[src/rtl/ifu_axi_bridge_if.sv]
// ifu_axi_bridge_if: fetch request handshake and AXI4-Lite read channels seen by the bridge
interface ifu_axi_bridge_if;
    logic        req_valid;
    logic [31:0] req_addr;
    logic        req_ready;
    logic [31:0] req_inst;
    logic        req_fault;
    logic [31:0] araddr;
    logic        arvalid;
    logic        arready;
    logic [31:0] rdata;
    logic [1:0]  rresp;
    logic        rvalid;
    logic        rready;

    modport master (
        input  req_valid, req_addr, arready, rdata, rresp, rvalid,
        output req_ready, req_inst, req_fault, araddr, arvalid, rready
    );

    modport slave (
        output req_valid, req_addr, arready, rdata, rresp, rvalid,
        input  req_ready, req_inst, req_fault, araddr, arvalid, rready
    );
endinterface

[src/rtl/ifu_axi_bridge.sv]
// ifu_axi_bridge: single-outstanding instruction fetch bridge onto an AXI4-Lite read port
module ifu_axi_bridge (
    input  logic              clock,
    input  logic              reset,
    input  logic              i_kill,
    ifu_axi_bridge_if.master  bus,
    output logic [31:0]       o_fetch_cnt,
    output logic [31:0]       o_wait_cnt
);
    typedef enum logic [1:0] {IDLE, AR, R, RESP} state_t;

    state_t      r_state;
    logic        r_drop;
    logic        r_resp;
    logic        r_arvalid;
    logic        r_rready;
    logic        r_req_fault;
    logic [31:0] r_araddr;
    logic [31:0] r_req_inst;
    logic [31:0] r_fetch_cnt;
    logic [31:0] r_wait_cnt;
    logic        w_req_ready;
    logic        w_drop_now;
    logic        w_busy;

    // A kill arriving in the response cycle still has to hide that response.
    assign w_req_ready = r_resp & ~i_kill;
    assign w_drop_now  = r_drop | i_kill;
    assign w_busy      = (r_state == AR) || (r_state == R);

    assign bus.req_ready = w_req_ready;
    assign bus.req_inst  = r_req_inst;
    assign bus.req_fault = r_req_fault;
    assign bus.araddr    = r_araddr;
    assign bus.arvalid   = r_arvalid;
    assign bus.rready    = r_rready;
    assign o_fetch_cnt   = r_fetch_cnt;
    assign o_wait_cnt    = r_wait_cnt;

    // Fetch sequencer: accept, issue AR, collect R, present one response cycle.
    always_ff @(posedge clock) begin
        if (reset) begin
            r_state     <= IDLE;
            r_drop      <= 1'b0;
            r_resp      <= 1'b0;
            r_arvalid   <= 1'b0;
            r_rready    <= 1'b0;
            r_req_fault <= 1'b0;
            r_araddr    <= '0;
            r_req_inst  <= '0;
        end else begin
            case (r_state)
                IDLE: begin
                    r_drop <= 1'b0;
                    if (bus.req_valid && !i_kill) begin
                        r_araddr <= bus.req_addr;
                        if (bus.req_addr[1:0] != 2'b00) begin
                            r_state     <= RESP;
                            r_resp      <= 1'b1;
                            r_req_inst  <= '0;
                            r_req_fault <= 1'b1;
                        end else begin
                            r_state   <= AR;
                            r_arvalid <= 1'b1;
                        end
                    end
                end
                AR: begin
                    r_drop <= w_drop_now;
                    if (bus.arready) begin
                        r_state   <= R;
                        r_arvalid <= 1'b0;
                        r_rready  <= 1'b1;
                    end
                end
                R: begin
                    r_drop <= w_drop_now;
                    if (bus.rvalid) begin
                        r_rready <= 1'b0;
                        if (w_drop_now) begin
                            r_state <= IDLE;
                            r_drop  <= 1'b0;
                        end else begin
                            r_state     <= RESP;
                            r_resp      <= 1'b1;
                            r_req_inst  <= bus.rdata;
                            r_req_fault <= bus.rresp >= 2'd2;
                        end
                    end
                end
                RESP: begin
                    r_state <= IDLE;
                    r_resp  <= 1'b0;
                end
            endcase
        end
    end

    // Performance counters: delivered fetches and cycles waiting on the bus.
    always_ff @(posedge clock) begin
        if (reset) begin
            r_fetch_cnt <= '0;
            r_wait_cnt  <= '0;
        end else begin
            r_fetch_cnt <= r_fetch_cnt + 32'(w_req_ready);
            r_wait_cnt  <= r_wait_cnt + 32'(w_busy);
        end
    end
endmodule

[src/flat_wrapper.sv]
// flat-port wrapper written by rule: the top's interface ports become plain ports
module ifu_axi_bridge_flat 
  (clock, reset, i_kill, o_fetch_cnt, o_wait_cnt, bus_req_valid, bus_req_addr, bus_arready, bus_rdata, bus_rresp, bus_rvalid, bus_req_ready, bus_req_inst, bus_req_fault, bus_araddr, bus_arvalid, bus_rready);
  ifu_axi_bridge_if bus_i ();
  input  logic clock;
  input  logic reset;
  input  logic i_kill;
  output logic [31:0] o_fetch_cnt;
  output logic [31:0] o_wait_cnt;
  input wire logic [$bits(bus_i.req_valid)-1:0] bus_req_valid;
  input wire logic [$bits(bus_i.req_addr)-1:0] bus_req_addr;
  input wire logic [$bits(bus_i.arready)-1:0] bus_arready;
  input wire logic [$bits(bus_i.rdata)-1:0] bus_rdata;
  input wire logic [$bits(bus_i.rresp)-1:0] bus_rresp;
  input wire logic [$bits(bus_i.rvalid)-1:0] bus_rvalid;
  output wire logic [$bits(bus_i.req_ready)-1:0] bus_req_ready;
  output wire logic [$bits(bus_i.req_inst)-1:0] bus_req_inst;
  output wire logic [$bits(bus_i.req_fault)-1:0] bus_req_fault;
  output wire logic [$bits(bus_i.araddr)-1:0] bus_araddr;
  output wire logic [$bits(bus_i.arvalid)-1:0] bus_arvalid;
  output wire logic [$bits(bus_i.rready)-1:0] bus_rready;
  assign bus_i.req_valid = bus_req_valid;
  assign bus_i.req_addr = bus_req_addr;
  assign bus_i.arready = bus_arready;
  assign bus_i.rdata = bus_rdata;
  assign bus_i.rresp = bus_rresp;
  assign bus_i.rvalid = bus_rvalid;
  assign bus_req_ready = bus_i.req_ready;
  assign bus_req_inst = bus_i.req_inst;
  assign bus_req_fault = bus_i.req_fault;
  assign bus_araddr = bus_i.araddr;
  assign bus_arvalid = bus_i.arvalid;
  assign bus_rready = bus_i.rready;
  ifu_axi_bridge u_core (.clock(clock), .reset(reset), .i_kill(i_kill), .bus(bus_i), .o_fetch_cnt(o_fetch_cnt), .o_wait_cnt(o_wait_cnt));
endmodule
[config.mk]
export PLATFORM = sky130hd
export DESIGN_NAME = ifu_axi_bridge_flat
export DESIGN_NICKNAME = d
export VERILOG_FILES = /design/src/rtl/ifu_axi_bridge_if.sv /design/src/rtl/ifu_axi_bridge.sv /design/src/flat_wrapper.sv
export SDC_FILE = /design/constraint.sdc
export NUM_CORES = 1
export LEC_CHECK = 0
export CORE_MARGIN = 2
export CORE_UTILIZATION = 27
export DETAILED_ROUTE_END_ITERATION = 7
export HOLD_SLACK_MARGIN = 0.02
export PLACE_DENSITY = 0.56
export SYNTH_ARGS = -nofsm -noshare
export SYNTH_HDL_FRONTEND = slang
export SYNTH_SLANG_ARGS = --single-unit
export TNS_END_PERCENT = 20
[constraint.sdc]
create_clock -name clock -period 2.7 [get_ports clock]
set_clock_uncertainty 0.2 [all_clocks]
set_input_delay 0.54 -clock clock [delete_from_list [all_inputs] [get_ports clock]]
set_output_delay 0.54 -clock clock [all_outputs]
set_load 0.1 [all_outputs]
# Word-level counts from Yosys, hierarchy flattened
# Cells that the tools add are included.
# W data, S select, Z words.
[op_classes] muxes=28 magnitude_cmp=1 n_reduce_logical=16 n_addsub=2 eq_ne=9 n_bitwise=3
[op_table] cell="$mux W32" count=4
[op_table] cell="$add A32 B1 Y32" count=2
[op_table] cell="$pmux W32 S2" count=1
[op_table] cell="$mux W1" count=12
[op_table] cell="$mux W2" count=5
[op_table] cell="$reduce_and A5 Y1" count=2
[op_table] cell="$ne A2 B2 Y1 const B" count=4
[op_table] cell="$pmux W2 S4" count=1
[op_table] cell="$reduce_bool A2 Y1" count=4
[op_table] cell="$pmux W1 S2" count=3
[op_table] cell="$pmux W1 S3" count=2
[op_table] cell="$reduce_and A3 Y1" count=2
[op_table] cell="$reduce_bool A3 Y1" count=2
[op_table] cell="$eq A2 B2 Y1 const B" count=2
[op_table] cell="$ne A2 B1 Y1 const B" count=2
[op_table] cell="$reduce_and A4 Y1" count=1
[op_table] cell="$eq A2 B1 Y1 const B" count=1
[op_table] cell="$ge A2 B2 Y1 const B" count=1
[op_table] cell="$logic_not A2 Y1" count=1
[op_table] cell="$reduce_and A2 Y1" count=1
[op_table] cell="$and A1 B1 Y1" count=1
[op_table] cell="$logic_and A1 B1 Y1" count=1
[op_table] cell="$logic_not A1 Y1" count=1
[op_table] cell="$logic_or A1 B1 Y1" count=1
[op_table] cell="2 further kinds" count=2
[word_totals] regBits=135 word_cells=69

# Logic depth before layout (Yosys ltp)
[logic_depth] depth_word=4 mapped_depth=9

# Worst setup path before layout
# No wires, ideal clock.
[synth_timing] kind="in2reg" from="input i_kill" to="register u_core.r_fetch_cnt[26], in the netlist u_core.o_fetch_cnt[26]" arrival_ns=3.608 setup_slack_ns=-1.229 required_time_ns=2.379 cell_stages=7 path_cell_list="nor2b_1 -> ha_1 -> ha_1 -> nand4_2 -> nand4b_4 -> nor4_1 -> mux2_2"
[synth_between] elab_chain_cells=3
[synth_rtl] item="start, declared" line="flat_wrapper.sv:7" source="input logic i_kill;"
[synth_rtl] item="$not A1 Y1" line="ifu_axi_bridge.sv:27" source="assign w_req_ready = r_resp & ~i_kill;"
[synth_rtl] item="$and A1 B1 Y1" line="ifu_axi_bridge.sv:27"
[synth_rtl] item="$add A32 B1 Y32" line="ifu_axi_bridge.sv:105" source="r_fetch_cnt <= r_fetch_cnt + 32'(w_req_ready);"
[synth_rtl] item="end signal, assigned" line="ifu_axi_bridge.sv:105"
[synth_rtl] item="end, declared" line="ifu_axi_bridge.sv:20" source="logic [31:0] r_fetch_cnt;"
# No other way between the ends.
# A chain may end at the register's enable or synchronous reset.

# Final worst setup path
[layout_timing] from="register u_core.r_state[0]" to="register u_core.r_wait_cnt[31], in the netlist u_core.o_wait_cnt[31]"
[layout_between] elab_chain_cells=3 elab_cells_between_ends=4 classes_between="1 x add/sub; 2 x eq/ne; 1 x reduce/logical"
[layout_rtl] item="start, declared" line="ifu_axi_bridge.sv:12" source="state_t r_state;"
[layout_rtl] item="start signal, assigned" line="ifu_axi_bridge.sv:43" source="r_state <= IDLE;"
[layout_rtl] item="start signal, assigned" line="ifu_axi_bridge.sv:58" source="r_state <= RESP;"
[layout_rtl] item="start signal, assigned" line="ifu_axi_bridge.sv:63" source="r_state <= AR;"
[layout_rtl] item="$eq A2 B1 Y1 / $eq A2 B2 Y1 (equally long branches)" line="ifu_axi_bridge.sv:29" source="assign w_busy = (r_state == AR) || (r_state == R);"
[layout_rtl] item="$logic_or A1 B1 Y1 (*)" line="ifu_axi_bridge.sv:29"
[layout_rtl] item="$add A32 B1 Y32 (*)" line="ifu_axi_bridge.sv:106" source="r_wait_cnt <= r_wait_cnt + 32'(w_busy);"
[layout_rtl] item="end signal, assigned" line="ifu_axi_bridge.sv:106"
[layout_rtl] item="end, declared" line="ifu_axi_bridge.sv:21" source="logic [31:0] r_wait_cnt;"
# Mark *: on every way between the ends. The rest lies on a longest branch, timed or not.

==> impl_metrics.csv <==
group,metric,value,unit
run_status,status,"finished clean",
logic_synthesis,syn-instance-count,687,
setup_path,critPathMaxFanout,4,
logic_synthesis,synth_edf_count,0,
power_and_ir_drop,swShare,0.365,
setup_path,worst_setup_path_start_kind,"flip-flop",
setup_path,slowest_delay,0.46,ns
detailed_routing,route.detailed.drc,0,
setup_path,worst_path_most_repeated_cell,"ha_1",
setup_path,reg2reg_slack,0.20,ns
detailed_routing,vias,5804,
setup_path,crit_type,"reg2reg",
clocking,insertion_delay,0.42,ns
cells_and_area,syn_to_final_growth,49.2,%
power_and_ir_drop,seq_power_share,0.334,
detailed_routing,routed_via_density,4.94,
setup_path,crit_path_top_delay_cell,"nor4_1",
setup_path,crit_arrival,2.61,ns
detailed_routing,wl,18100,um
setup_path,critPathTopFamily,"simple AND/OR/NAND/NOR gates",
clocking,htree_num_levels,4,
grt,grt_pass1_vias,5384,
clocking,clock_sinks,135,
timing,slew_viol_final,0,
setup_path,crit_buf_inv,1,
timing,worstMarginPinSlew,0.482,ns
timing,max_slew_margin,0.678,
timing,finalCritPeriodShare,0.928,
power_and_ir_drop,ir_drop,0.395,mV
grt,grt.total_usage,0.157,
place,port_buffers,202,
logic_synthesis,async_flop_share,0,
power_and_ir_drop,clkPwrFrac,0.382,
setup_path,critPathRequiredTime,2.80,ns
clocking,cts_tree,"yes",
power_and_ir_drop,totalPowerFinal,6.49,mW
logic_synthesis,yosysTopAreaCell,"dfxtp_1",
floorplan,pin_count,204,
timing,hold_viol_final,0,
setup_path,endpoint_kind,"flip-flop",
logic_synthesis,synth_flop_cell,"dfxtp_1",
logic_synthesis,ys_warn_count,0,
clocking,clock_path_buffers,2,
floorplan,die_area,22800,um^2
logic_synthesis,yosysMostFrequentCell,"dfxtp_1",
detailed_routing,antenna_left,0,
power_and_ir_drop,internal_power,4.12,mW
setup_path,path_cells,"inv_1, ha_1, ha_1, and3_1, nand4_1, nor4_1, mux2_2",
logic_synthesis,synth_common_cells,"135 x dfxtp_1, 103 x a21oi_1, 86 x nand2_1",
logic_synthesis,ys_seq_area_frac,0.464,
power_and_ir_drop,comb_power_share,0.284,
cells_and_area,drive_gt1_frac,0.244,
grt,antenna_found_initial,1,
floorplan,num_rows,53,
grt,grt_remaining_overflow,0,
power_and_ir_drop,power.density,746,nW/um^2
clocking,cts_buffers,17,
floorplan,dieHeight,151,um
power_and_ir_drop,power_leakage,3.35,nW
cells_and_area,num_antenna_cells,0,
power_and_ir_drop,p_switching,2.37,mW
timing,layout_min_cycle_time,2.50,ns
cells_and_area,final_util,0.412,
job,drv_cap,0,
logic_synthesis,synth_nets,768,
detailed_routing,dr.first_iter.drc_count,234,
timing,setup_viol,0,
clocking,cts_setup_buffers,0,
logic_synthesis,ys_types,43,
hold_path,holdCritPathClass,"reg2reg",
logic_synthesis,synth_top_cell_area_share,0.464,
timing,rsz0062_at_grt,"no",
detailed_routing,avgRoutedWirePerCell,15.4,um
logic_synthesis,syn_area_per_cell,8.48,um^2
cells_and_area,nNetsFinal,969,
timing,fmax,0.399,GHz
floorplan,start_util,0.276,
logic_synthesis,synth.area.top_cells,"dfxtp_1 46%, a21oi_1 8.9%, nand2_1 5.5%",
detailed_routing,drtPass1Iterations,4,
logic_synthesis,syn_area,5820,um^2
timing,worst_hold_slack,0.255,ns
logic_synthesis,ys_seq_elements,135,
clocking,clk_pin_slew,0.06,ns
clocking,cts_root_buf,"clkbuf_16",
floorplan,core_area,21100,um^2
place,dp_hpwl,12300,um
place,place.gp.congestion,0.734,
grt,grt_start_max_net_pins,53,
floorplan,chipWidth,151,um
grt,grt_pass1_wl,28400,um
[flip-flops by register name, summed over array words and instances (netlist names), 2 cells and up]
name / cells
u_core.o_fetch_cnt: 32
u_core.o_wait_cnt: 32
u_core.r_state: 2
u_core.bus.req_inst: 32
u_core.bus.araddr: 32
[worst reg2reg max path, stage by stage (launching register included)]
cell     delay [ns]
dfxtp_1        0.37
inv_1          0.09
ha_1           0.32
ha_1           0.18
and3_1         0.21
nand4_1        0.19
nor4_1         0.46
mux2_2         0.38
[placed cells by master (no fill, tap or decap), types with 3 or more instances in the layout]
master           instances
nor3_1                   5
and3_1                   8
a21oi_1                102
clkinv_4                 3
or3_1                   13
buf_4                  152
and4_1                  10
xnor2_1                  9
inv_6                    6
buf_12                  10
ha_1                     7
nand3_1                 17
dfxtp_1                134
inv_1                   14
nor4_1                   5
mux2_2                   5
clkdlybuf4s50_1         69
o31ai_1                 20
nor2_1                  33
clkbuf_16               17
xor2_1                  13
nand4_4                  4
nor2b_1                 10
or4_1                   20
o21ai_0                 46
nand2_1                 86
nand4_1                 46
bufinv_16                3
[layout make-up]
cell class                 count  area, um^2
clock inverter                15         190
multi-input combinational    489        2940
sequential                   135        2700
inverter                      14        52.6
timing repair buffer         231        2030
fill                        2147       12400
tap                          275         344
clock buffer                  17         425
[path summary, 6_finish.rpt]
kind	startpoint	to	cells after the start
setup / recovery	u_core.r_state[0]	u_core.o_wait_cnt[31]	7
hold / removal	u_core.bus.araddr[9]	u_core.bus.araddr[9]	2
hold reg to reg	u_core.bus.araddr[9]	u_core.bus.araddr[9]	2
setup reg to reg	u_core.r_state[0]	u_core.o_wait_cnt[31]	7
[power by group through the flow]
stage / Combinational, mW / Sequential [mW] / Clock, mW
3_3_place_gp: 1.85 / 2.21 / 0
5_1_grt: 1.96 / 2.18 / 2.64
2_1_floorplan: 0.592 / 2.82 / 0
4_1_cts: 1.86 / 2.16 / 2.55
6_report: 1.84 / 2.16 / 2.48
3_5_place_dp: 1.85 / 2.21 / 0
[what timing repair did]
item,4_1_cts,5_1_grt
resized for setup,0,3
hold buffers,0,0
setup endpoints to repair,0,4
hold endpoints to repair,0,0
[cell families (layout without fill, tap and decap cells)]
group | after synthesis | in the layout | synth area share
AND/OR/NAND/NOR | 273 | 273 | 0.260
flip-flops | 135 | 135 | 0.464
buffers and inverters | 63 | 277 | 0.0453
XOR/XNOR | 22 | 22 | 0.0331
multiplexers | 6 | 6 | 0.0114
AO/OA/AOI/OAI | 179 | 179 | 0.167
adder cells (fa/ha/maj) | 9 | 9 | 0.0193
[per-stage QoR]
stage                     cells  instance area [um^2]  setup WS, ns  TNS (ns)
after floorplan             687                  5880       0.00690         0
after global placement     1144                  8060        -0.187     -2.17
after detailed placement   1144                  8060        -0.230     -2.79
after CTS                  1176                  8680         0.158         0
after global routing       1176                  8690        0.0321         0
final                      1176                  8690         0.196         0
[per-layer routing]
metal  GRT usage  routed length (um)  vias to the layer above  part of all wire
li1            -                   -                     2890                 -
met1       0.197                8020                     2738              0.44
met2       0.248                8340                      155              0.46
met3      0.0620                1490                       19             0.082
met4      0.0500                 217                        2             0.012
met5           0                  13                        -           0.00072
No activity file was read; power rests on OpenSTA's default activity.
